## src/rtl/run_ctrl_pkg.sv

```systemverilog
// Shared types and constants for the run_ctrl launch/completion sequencer.
package run_ctrl_pkg;

  typedef enum logic [1:0] {
    ST_IDLE  = 2'd0,
    ST_ARMED = 2'd1,
    ST_RUN   = 2'd2,
    ST_DONE  = 2'd3
  } run_state_e;

  localparam int unsigned CNT_W_DEF = 16;
  localparam logic [CNT_W_DEF-1:0] CNT_SAT = '1;

endpackage

```

## src/rtl/run_ctrl_sat_counter.sv

```systemverilog
// Saturating up-counter with synchronous clear; clear has priority over enable.
module sat_counter
  import run_ctrl_pkg::*;
#(
  parameter int unsigned W = CNT_W_DEF
) (
  input  logic         clk,
  input  logic         rst,
  input  logic         clr,
  input  logic         en,
  output logic [W-1:0] cnt
);

  localparam logic [W-1:0] SAT = '1;

  always_ff @(posedge clk or posedge rst) begin
    if (rst) begin
      cnt <= '0;
    end else if (clr) begin
      cnt <= '0;
    end else if (en && (cnt != SAT)) begin
      cnt <= cnt + W'(1);
    end
  end

endmodule

```

## src/rtl/run_ctrl.sv

```systemverilog
// Host Start/Ack to core control sequencer with run-cycle count.
// Optional watchdog enabled by defining RUN_CTRL_WDOG_EN.
module run_ctrl
  import run_ctrl_pkg::*;
#(
  parameter int unsigned CNT_W      = CNT_W_DEF,
  parameter int unsigned WDOG_LIMIT = 1000
) (
  input  logic             Clk,
  input  logic             Reset,
  input  logic             Start,
  input  logic             Halt,
  output logic             CoreReset,
  output logic             CoreEn,
  output logic             Ack,
  output logic             Busy,
  output logic             Timeout,
  output logic [CNT_W-1:0] CycleCnt
);

  run_state_e state;
  logic       cnt_clr;
  logic       cnt_en;
  logic       wdog_hit;

`ifdef RUN_CTRL_WDOG_EN
  localparam logic [CNT_W-1:0] WDOG_LAST = CNT_W'(WDOG_LIMIT - 1);

  // Forced completion on the edge that would make the count reach the limit.
  assign wdog_hit = (state == ST_RUN) && !Halt && (CycleCnt == WDOG_LAST);
`else
  logic unused_wdog;

  assign unused_wdog = ^WDOG_LIMIT;
  assign wdog_hit    = 1'b0;
`endif

  assign cnt_en = (state == ST_RUN);

  // Counter clears on every entry into ARMED.
  always_comb begin
    cnt_clr = 1'b0;
    case (state)
      ST_IDLE, ST_DONE: cnt_clr = Start;
      ST_RUN:           cnt_clr = Start && !Halt && !wdog_hit;
      default:          cnt_clr = 1'b0;
    endcase
  end

  sat_counter #(
    .W(CNT_W)
  ) u_cycle_cnt (
    .clk(Clk),
    .rst(Reset),
    .clr(cnt_clr),
    .en (cnt_en),
    .cnt(CycleCnt)
  );

  // State and registered outputs move together so outputs never see inputs directly.
  always_ff @(posedge Clk or posedge Reset) begin
    if (Reset) begin
      state     <= ST_IDLE;
      CoreReset <= 1'b1;
      CoreEn    <= 1'b0;
      Ack       <= 1'b0;
      Busy      <= 1'b0;
      Timeout   <= 1'b0;
    end else begin
      case (state)
        ST_IDLE: begin
          if (Start) begin
            state   <= ST_ARMED;
            Timeout <= 1'b0;
          end
        end
        ST_ARMED: begin
          if (!Start) begin
            state     <= ST_RUN;
            CoreReset <= 1'b0;
            CoreEn    <= 1'b1;
            Busy      <= 1'b1;
          end
        end
        ST_RUN: begin
          if (Halt || wdog_hit) begin
            state   <= ST_DONE;
            CoreEn  <= 1'b0;
            Busy    <= 1'b0;
            Ack     <= 1'b1;
            Timeout <= wdog_hit;
          end else if (Start) begin
            state     <= ST_ARMED;
            CoreReset <= 1'b1;
            CoreEn    <= 1'b0;
            Busy      <= 1'b0;
          end
        end
        ST_DONE: begin
          if (Start) begin
            state     <= ST_ARMED;
            CoreReset <= 1'b1;
            Ack       <= 1'b0;
            Timeout   <= 1'b0;
          end
        end
        default: begin
          state     <= ST_IDLE;
          CoreReset <= 1'b1;
          CoreEn    <= 1'b0;
          Ack       <= 1'b0;
          Busy      <= 1'b0;
          Timeout   <= 1'b0;
        end
      endcase
    end
  end

endmodule

```

## config.mk

```make
export PLATFORM = sky130hd
export DESIGN_NAME = run_ctrl
export DESIGN_NICKNAME = d
export VERILOG_FILES = /design/src/rtl/run_ctrl_pkg.sv /design/src/rtl/run_ctrl_sat_counter.sv /design/src/rtl/run_ctrl.sv
export SDC_FILE = /design/constraint.sdc
export NUM_CORES = 1
export LEC_CHECK = 0
export ABC_CLOCK_PERIOD_IN_PS = 1720
export BUFFER_PORTS_ARGS = -buffer_cell sky130_fd_sc_hd__buf_4
export CAP_MARGIN = 30
export CORE_MARGIN = 10
export CORE_UTILIZATION = 48
export DETAILED_ROUTE_END_ITERATION = 12
export GPL_TIMING_DRIVEN = 0
export PLACE_DENSITY = 0.83
export SETUP_SLACK_MARGIN = 0.02
export SLEW_MARGIN = 20
export SYNTH_ARGS = -nofsm -noshare
export SYNTH_HDL_FRONTEND = slang
export SYNTH_SLANG_ARGS = --single-unit
```

## constraint.sdc

```tcl
create_clock -name Clk -period 1.72 [get_ports Clk]
set_input_delay 0.258 -clock Clk [delete_from_list [all_inputs] [get_ports Clk]]
set_output_delay 0.258 -clock Clk [all_outputs]
set_load 0.005 [all_outputs]
```

==> flow_summary_export.csv <==
group,metric,value,unit
clocking,cts_buffers,3,
synth,yosysSeqAreaShare,41.8,%
placement,place_congestion,0.845,
route,firstDrtPassIters,4,
synth,postSynthAreaPerCell,9.26,um^2
die,die_x,71.2,um
timing,report.final.slew_viol_count,0,
status,status,"finished, violations left",
cells_and_area,syn2layout_area_growth,54.1,%
synth,synthesis.area,1260,um^2
run,cap_violations,0,
cells_and_area,stdcell_area,1940,um^2
placement,place_area,1500,um^2
critical_path,startpoint_type,"register",
synth,yosysMostFrequentCell,"dfrtp_1",
timing,tightest_slew,817,ps
timing,holdWs,84.6,ps
clocking,clk_latency,320,ps
global_routing,grt_first_pass_wirelength,6130,um
die,ioPinCount,25,
critical_path,cp_max_fo,5,
global_routing,grt_usage,14.2,%
timing,max_freq,553,MHz
power_and_ir_drop,vdd_ir_drop_max,1.04,mV
timing,rsz0062_at_grt,"true",
clocking,cts_tree,"done",
clocking,cts_root_buf,"clkbuf_4",
timing,fin_ws,-87.7,ps
die,dieArea,5070,um^2
cells_and_area,final_cells,213,
global_routing,antenna_found_initial,0,
synth,ys.flop_type,"dfrtp_1",
global_routing,grt_max_degree,22,
placement,preCtsSetupSlack,-221,ps
hold_path,hold_path_class,"primary input to async pin",
timing,period_share,105,%
power_and_ir_drop,powerDensity,1070,nW/um^2
power_and_ir_drop,power,2.08,mW
route,drc_errors,0,
synth,synthArstFlopShare,100,%
clocking,cts_sinks,21,
synth,synthCells,136,
cells_and_area,postLayoutCoreUtil,77.6,%
status,violations,"setup timing",
timing,hold_viol_final,0,
die,start_util,50.4,%
critical_path,critPathKind,"register to register",
power_and_ir_drop,p_leak,0.855,nW
clocking,h-tree-depth,1,
synth,synth_area_leader_cell,"dfrtp_1",
synth,syn_nets,146,
timing,finalSetupViolCount,7,
timing,tns,-275,ps
synth,synth-edff-count,0,
die,rows,18,
synth,synth_area_leaders,"dfrtp_1 (40%), ha_1 (6.0%), a21oi_1 (4.8%), o21ai_0 (4.8%), nand2_1 (3.3%)",
synth,synth_seq_cells,21,
synth,ys_types,43,
cells_and_area,drive_gt1_share,49.2,%
critical_path,cp-end-kind,"register",
timing,clock_skew,11.6,ps
timing,min_period,1810,ps
route,drt_wl_total,4150,um
synth,synth_top_area_share,39.8,%
clocking,clk_path_buf_depth,2,
cells_and_area,nFillCells,151,
critical_path,cp_data_arrival_time,2060,ps
global_routing,grt-ovfl-total,0,
placement,portBuffers,23,
route,ant_nets,0,
die,die_y,71.2,um
placement,dp_hpwl,2410,um
cells_and_area,diodes,0,
placement,dp.cells,189,
route,viasPerCell,6.37,
route,drt-wirelength-per-cell,19.5,um
synth,synth.top_cells.by_count,"dfrtp_1 (20), a21oi_1 (12), o21ai_0 (12)",
synth,yosys_warnings,0,
die,core_area,2500,um^2
cells_and_area,final_nets,194,
global_routing,grt_pass1_vias,1344,
route,drt_iter0_drc,110,
timing,slew_headroom,45.5,%
route,vias,1356,
clocking,path_clk_slew,130,ps
critical_path,cp.required,1970,ps
-- cell type report --
type                       count  area, um^2  share of cell area, %
timing repair buffer          45         353                   18.2
clock buffer                   4        26.3                   1.35
multi-input combinational    101         918                   47.4
tap                           30        37.5                   1.94
buffer                         4        41.3                   2.13
inverter                       8        30.0                   1.55
sequential                    21         533                   27.5
-- cells in the final DEF (no fill, tap or decap), types with 2 or more instances in the layout --
master and instances:
o41ai_4 2, o21ai_0 12, buf_4 43, a211oi_1 3
ha_1 3, or4_4 3, a21oi_1 8, nand3_4 2
inv_1 7, dfrtp_1 15, o31ai_1 4, dfrtp_2 5
a21oi_2 4, or3_4 2, nand4_1 4, nand3_1 2
nor4_4 4, nand2_1 11, clkbuf_4 3, or3_1 2
ha_4 3, nor2_1 4, a31oi_1 2, buf_6 5
-- worst paths after layout --
kind | startpoint | end | slack (ps) | cells past startpoint
worst max-delay path | u_cycle_cnt.cnt[1] | u_cycle_cnt.cnt[9] | -90 | 7
worst min-delay path | Reset | u_cycle_cnt.cnt[10] | 80 | 2
worst max register to register | u_cycle_cnt.cnt[1] | u_cycle_cnt.cnt[9] | -90 | 7
worst min register to register | CoreReset | CoreReset | 550 | 2
max in group asynchronous | Reset | u_cycle_cnt.cnt[7] | 1070 | 2
min in group Clk | Start | Busy | 190 | 2
-- state kept, by name, indices dropped and copies added (netlist names) --
| signal | cells |
|---|---|
| Busy | 1 |
| Ack | 1 |
| state | 2 |
| CoreReset | 1 |
| u_cycle_cnt.cnt | 16 |
-- critical path, cell delays in order, from the launching register on --
cell and delay [ps]:
dfrtp_1 460, ha_4 200, nand4_1 70, buf_4 190
nor4_4 60, buf_4 160, or4_4 480, a21oi_2 120
-- power by group --
| group | switching (mW) | internal [mW] | total, mW |
|---|---|---|---|
| Combinational | 0.570 | 0.574 | 1.14 |
| Sequential | 0.0968 | 0.580 | 0.676 |
| Clock | 0.165 | 0.0908 | 0.256 |
-- logic make-up (layout without fill, tap and decap cells) --
group / after synthesis / count (layout) / synth area share, %
and+or+nand+nor: 47 / 47 / 22.0
AOI/OAI and AO/OA: 46 / 46 / 23.7
DFF: 21 / 21 / 41.8
buffers and inverters: 14 / 61 / 5.57
adders and majority gates: 6 / 6 / 5.96
other: 1 / 1 / 0.298
xor gates and xnor gates: 1 / 1 / 0.696
-- routing by layer --
layer	global-route usage, %	wire, um	up-vias
met2	26.9	2220	52
met1	14.9	1550	679
met3	3.44	243	15
li1	-	-	610
met4	4.73	127	0
met5	0	0	-
-- repair_timing --
action	CTS	global route
hold buffers	0	0
setup endpoints to repair	16	17
resized for setup	19	32
buffers inserted	14	7
cloned	0	1
pin swaps	12	13
Note: power is estimated with default switching activity, not from simulation.
